[config.mk]
export PLATFORM = sky130hd
export DESIGN_NAME = jt900h_shift_seq
export DESIGN_NICKNAME = d
export VERILOG_FILES = /design/src/rtl/jt900h_shift_seq.sv
export SDC_FILE = /design/constraint.sdc
export NUM_CORES = 1
export LEC_CHECK = 0
export BUFFER_PORTS_ARGS = -buffer_cell sky130_fd_sc_hd__buf_2
export CORE_MARGIN = 5
export CORE_UTILIZATION = 45
export DETAILED_ROUTE_END_ITERATION = 12
export PLACE_DENSITY_LB_ADDON = 0.08
export SLEW_MARGIN = 20
export SYNTH_ARGS = -nofsm -noshare
export SYNTH_HDL_FRONTEND = slang
export SYNTH_SLANG_ARGS = --single-unit
[constraint.sdc]
create_clock -name clk -period 5.2 [get_ports clk]
set_clock_uncertainty 0.1 [all_clocks]
set_input_delay 1.04 -clock clk [delete_from_list [all_inputs] [get_ports clk]]
set_output_delay 1.04 -clock clk [all_outputs]
set_load 0.01 [all_outputs]
[src/rtl/jt900h_shift_seq.sv]
// jt900h_shift_seq: drives the one-bit ALU shift passes back-to-back to build
// multi-bit RLC/RRC/RL/RR/SLA/SRA/SLL/SRL at byte, word and long width.
module jt900h_shift_seq (
    input  logic        clk,
    input  logic        rst,
    input  logic        cen,
    input  logic        start,
    input  logic [2:0]  kind,
    input  logic [3:0]  cnt,
    input  logic        bs,
    input  logic        ws,
    input  logic        qs,
    input  logic [31:0] op,
    input  logic        cin,
    output logic [4:0]  alu_sel,
    output logic [2:0]  cx_sel,
    output logic        alu_cin,
    output logic [31:0] alu_op2,
    input  logic [31:0] alu_rslt,
    input  logic        alu_c,
    input  logic        alu_n,
    input  logic        alu_z,
    input  logic        alu_p,
    output logic        busy,
    output logic        done,
    output logic [31:0] rslt,
    output logic        c,
    output logic        n,
    output logic        z,
    output logic        p
);
    localparam logic [4:0] SHL_ALU = 5'd13;
    localparam logic [4:0] SHR_ALU = 5'd14;
    localparam logic [2:0] CIN_CX  = 3'd1;
    localparam logic [2:0] SH_CX   = 3'd2;
    localparam logic [2:0] SA_CX   = 3'd3;
    localparam logic [2:0] RLC = 3'd0, RRC = 3'd1, RL = 3'd2, RR = 3'd3, SRA = 3'd5;

    typedef enum logic {IDLE, RUN} state_t;

    state_t      st;
    logic [31:0] acc;
    logic [4:0]  cnt_r;
    logic        cy;
    logic [2:0]  kind_r;
    logic        ws_r;
    logic        qs_r;
    logic [31:0] wmask;

    assign alu_op2 = acc;
    // bits above the operand width are cleared so rslt reads as zero-extended
    assign wmask   = {{16{qs_r}}, {8{ws_r | qs_r}}, 8'hff};

    always_comb begin
        alu_sel = st != RUN ? 5'd0 : kind_r[0] ? SHR_ALU : SHL_ALU;
        cx_sel  = st != RUN ? 3'd0 :
                  (kind_r == RLC || kind_r == SRA) ? SA_CX :
                  kind_r == RRC ? SH_CX : CIN_CX;
        alu_cin = st == RUN && (kind_r == RL || kind_r == RR) && cy;
    end

    always_ff @(posedge clk) begin
        if (rst) begin
            st     <= IDLE;
            busy   <= 1'b0;
            done   <= 1'b0;
            rslt   <= 32'd0;
            {c, n, z, p} <= 4'd0;
            acc    <= 32'd0;
            cnt_r  <= 5'd0;
            cy     <= 1'b0;
            kind_r <= 3'd0;
            ws_r   <= 1'b0;
            qs_r   <= 1'b0;
        end else if (cen) begin
            done <= 1'b0;
            case (st)
                IDLE: if (start) begin
                    acc    <= op;
                    cnt_r  <= {cnt == 4'd0, cnt};
                    cy     <= cin;
                    kind_r <= kind;
                    ws_r   <= ws & ~bs;
                    qs_r   <= qs & ~bs & ~ws;
                    st     <= RUN;
                    busy   <= 1'b1;
                end
                RUN: begin
                    acc   <= alu_rslt;
                    cy    <= alu_c;
                    cnt_r <= cnt_r - 5'd1;
                    if (cnt_r == 5'd1) begin
                        st   <= IDLE;
                        busy <= 1'b0;
                        done <= 1'b1;
                        rslt <= alu_rslt & wmask;
                        {c, n, z, p} <= {alu_c, alu_n, alu_z, alu_p};
                    end
                end
                default: st <= IDLE;
            endcase
        end
    end
endmodule
==> summary.txt <==
Outcome
  • Result of the run: finished clean

Logic synthesis
  • Async S/R FF share, synth: 0
  • Number of register bits inferred by synthesis: 82
  • Mapped Area: 3730 µm²
  • Main flop type after synthesis: dfxtp_1
  • Dominant cells by area after synthesis: dfxtp_1 44%, mux2i_1 16%, a211oi_1 7.2%, nor2_1 4.2%, nand2b_1 4.2%
  • Area leader, netlist: dfxtp_1
  • Sequential cell area fraction in the yosys report: 0.440
  • Post-synthesis cell count: 398
  • Synthesized area per cell: 9.37 µm²
  • Synth warn: 0
  • Number of flops mapped to enable cells by yosys: 0
  • Portion of synthesized cell area occupied by the leading cell type: 0.440
  • Synth unique cells: 40

Place
  • DP HPWL: 7280 µm
  • # port buffers: 159
  • Routability congestion estimate: 0.807

Power
  • Share of power burned in registers: 0.495
  • VDD IR-drop max: 0.000146 V
  • Switch share: 0.254
  • Pleak: 2.06 nW
  • Internal power: 1.02 mW
  • Combinational share of power: 0.149
  • Cell Pwr Density: 291 nW/µm²
  • Psw: 349 µW
  • Share of total power in the clock network: 0.356

Clock tree
  • Clock tree from TritonCTS: done
  • Clock root buffer master: clkbuf_8
  • Post-CTS Setup Inserts: 0
  • H-tree depth reported by CTS: 3
  • Post-CTS sizing: 0
  • Worst-Skew Late Latency: 0.33 ns
  • Clock sink count: 82
  • Post-CTS clock slew at the launch and capture registers of the worst setup and hold paths: 0.08 ns
  • Number of clock buffers inserted by TritonCTS: 9
  • Maximum clock insertion buffer count: 2
  • Hold_buf cts: 0

Timing
  • Final min period: 3.15 ns
  • Unrepaired setup endpoints after global routing: false
  • Worst Tran Pin Value: 1.02 ns
  • Final hold vios: 0
  • Portion of the clock cycle consumed by the worst path in the final layout: 0.605
  • Endpoints failing setup: 0
  • Total count of max-transition violations in the final report: 0
  • Max transition margin: 0.315
  • Setup TNS Final: 0 ns
  • Top achievable clock speed: 0.318 GHz

Floorplan
  • Total die area: 10200 µm²
  • Initial Utilization: 0.459
  • Ports: 162
  • Core Area: 8130 µm²
  • Site row count: 33
  • Die W: 101 µm
  • Die H: 101 µm

Worst setup path
  • Biggest fanout along the worst timing path: 28
  • CP Launch Point: st
  • Required time of the critical path: 4.06 ns
  • Arrival time of data at the critical path endpoint: 2.01 ns
  • Setup Crit Path Kind: flip-flop to output pin
  • Nature of the critical path startpoint: flip-flop
  • Kind of capture point of the worst setup path: output pin
  • Launch point of the worst reg-to-reg path: cnt_r[1]

Global route
  • First-pass GRT wire length: 15900 µm
  • Via count of the first global-routing pass: 3322
  • Number of antenna violations at the first check in global routing: 0
  • Pin count of the biggest net entering global routing: 44
  • Total global-route track usage: 0.194
  • Total overflow reported by the global router: 0

Drt
  • Number of remaining DRC errors: 0
  • Vias per cell: 5.21
  • Drt initial violations: 92
  • Total via count after detailed routing: 3326
  • Wire length per cell: 15.5 µm
  • Final ANT Viol Nets: 0
  • DR pass1 iterations: 4
  • Final routed wirelength across all metal layers: 9920 µm

Final layout
  • Layout cell share with drive strength beyond 1: 0.343
  • Antenna cell count: 0
  • Layout Nets: 616
  • Final core occ: 0.581
  • Layout-stage area growth over the synthesis result: 26.7%

Job
  • Number of max-cap violations: 0

Worst hold path
  • Kind of path behind the tightest hold check: flip-flop to flip-flop
  • Start point of the worst min-delay path: rslt[19]
[per-layer routing]
layer | share of wire | track usage | wire [µm]
met3 | 0.076 | 0.0484 | 753
met2 | 0.48 | 0.315 | 4720
met1 | 0.44 | 0.250 | 4360
met5 | 0 | 0 | 0
met4 | 0.0092 | 0.0644 | 91
[sequential cells by signal (all words and copies together) (netlist names)]
name     count
cy           1
n            1
cnt_r        5
c            1
kind_r       3
rslt        32
qs_r         1
ws_r         1
st           1
done         1
busy         1
z            1
alu_op2     32
p            1
[through the flow]
| step | std cells | power, mW | setup slack [ns] | instance area, µm² | hold slack [ns] |
|---|---|---|---|---|---|
| after floorplan | 399 | 0.818 | 2.73 | 3730 | 0.332 |
| after global placement | 625 | 0.895 | 1.93 | 4510 | 0.355 |
| after detailed placement | 625 | 0.898 | 1.86 | 4510 | 0.350 |
| after CTS | 639 | 1.39 | 2.01 | 4720 | 0.367 |
| after global routing | 639 | 1.44 | 1.88 | 4720 | 0.401 |
| final | 639 | 1.37 | 2.05 | 4720 | 0.368 |
[cells in the mapped netlist (all sizes together) (5+ instances only)]
cell type / number
a211oi: 36
nand4: 12
clkbuf: 31
buf: 11
nand2: 12
o21ai: 5
nand2b: 25
dfxtp: 82
nand3b: 17
inv: 5
o31ai: 12
mux2i: 60
a21oi: 21
nor2: 42
[cell families after synthesis]
family,after synthesis,synth area share
flops,82,0.440
other cells,1,0.00101
compound gates,86,0.158
simple gates,120,0.177
fa+ha+maj,2,0.00671
mux,60,0.161
buf+inv,47,0.0560
[placed cells by master, fill, tap and decap left out, drive strengths merged, types with 2 or more instances in the layout]
cell | Yosys | final
or4b | 2 | 2
o21ai | 5 | 5
nand2b | 25 | 25
a21o | 3 | 3
nand4 | 12 | 12
inv | 5 | 5
bufinv | 0 | 2
nor3 | 2 | 2
dfxtp | 82 | 82
buf | 11 | 163
nand2 | 12 | 12
clkbuf | 31 | 11
a21oi | 21 | 21
conb | 1 | 2
nor2 | 42 | 42
a211oi | 36 | 36
mux2i | 60 | 60
o31ai | 12 | 12
nand3 | 3 | 3
nand3b | 17 | 17
ha | 2 | 2
[critical path: stages, from the launching register on]
cell and delay [ns]:
dfxtp_2 0.70, inv_1 0.48, a211oi_1 0.33, buf_2 0.17
[final timing paths]
kind	endpoint	slack [ns]	depth (start not counted)
worst max register to register	rslt[27]	2.52	5
worst max-delay path	cx_sel[1]	2.05	3
worst min register to register	rslt[19]	0.37	2
worst min-delay path	rslt[19]	0.37	2
[power by group through the flow]
stage | sequential, mW | combinational [mW] | clock, mW
final | 0.679 | 0.204 | 0.489
after global routing | 0.683 | 0.227 | 0.527
after CTS | 0.678 | 0.206 | 0.503
after detailed placement | 0.693 | 0.205 | 0
after global placement | 0.692 | 0.203 | 0
after floorplan | 0.696 | 0.122 | 0
[area by class of cell]
type / count / area, µm²
clock buffers: 11 / 141
clock inverters: 3 / 65.1
fillers: 753 / 3410
inverters: 5 / 18.8
multi-input cells: 270 / 1900
flip-flops and latches: 82 / 1640
well taps: 105 / 131
repair buffers: 163 / 826
(Power assumes the default switching activity.)
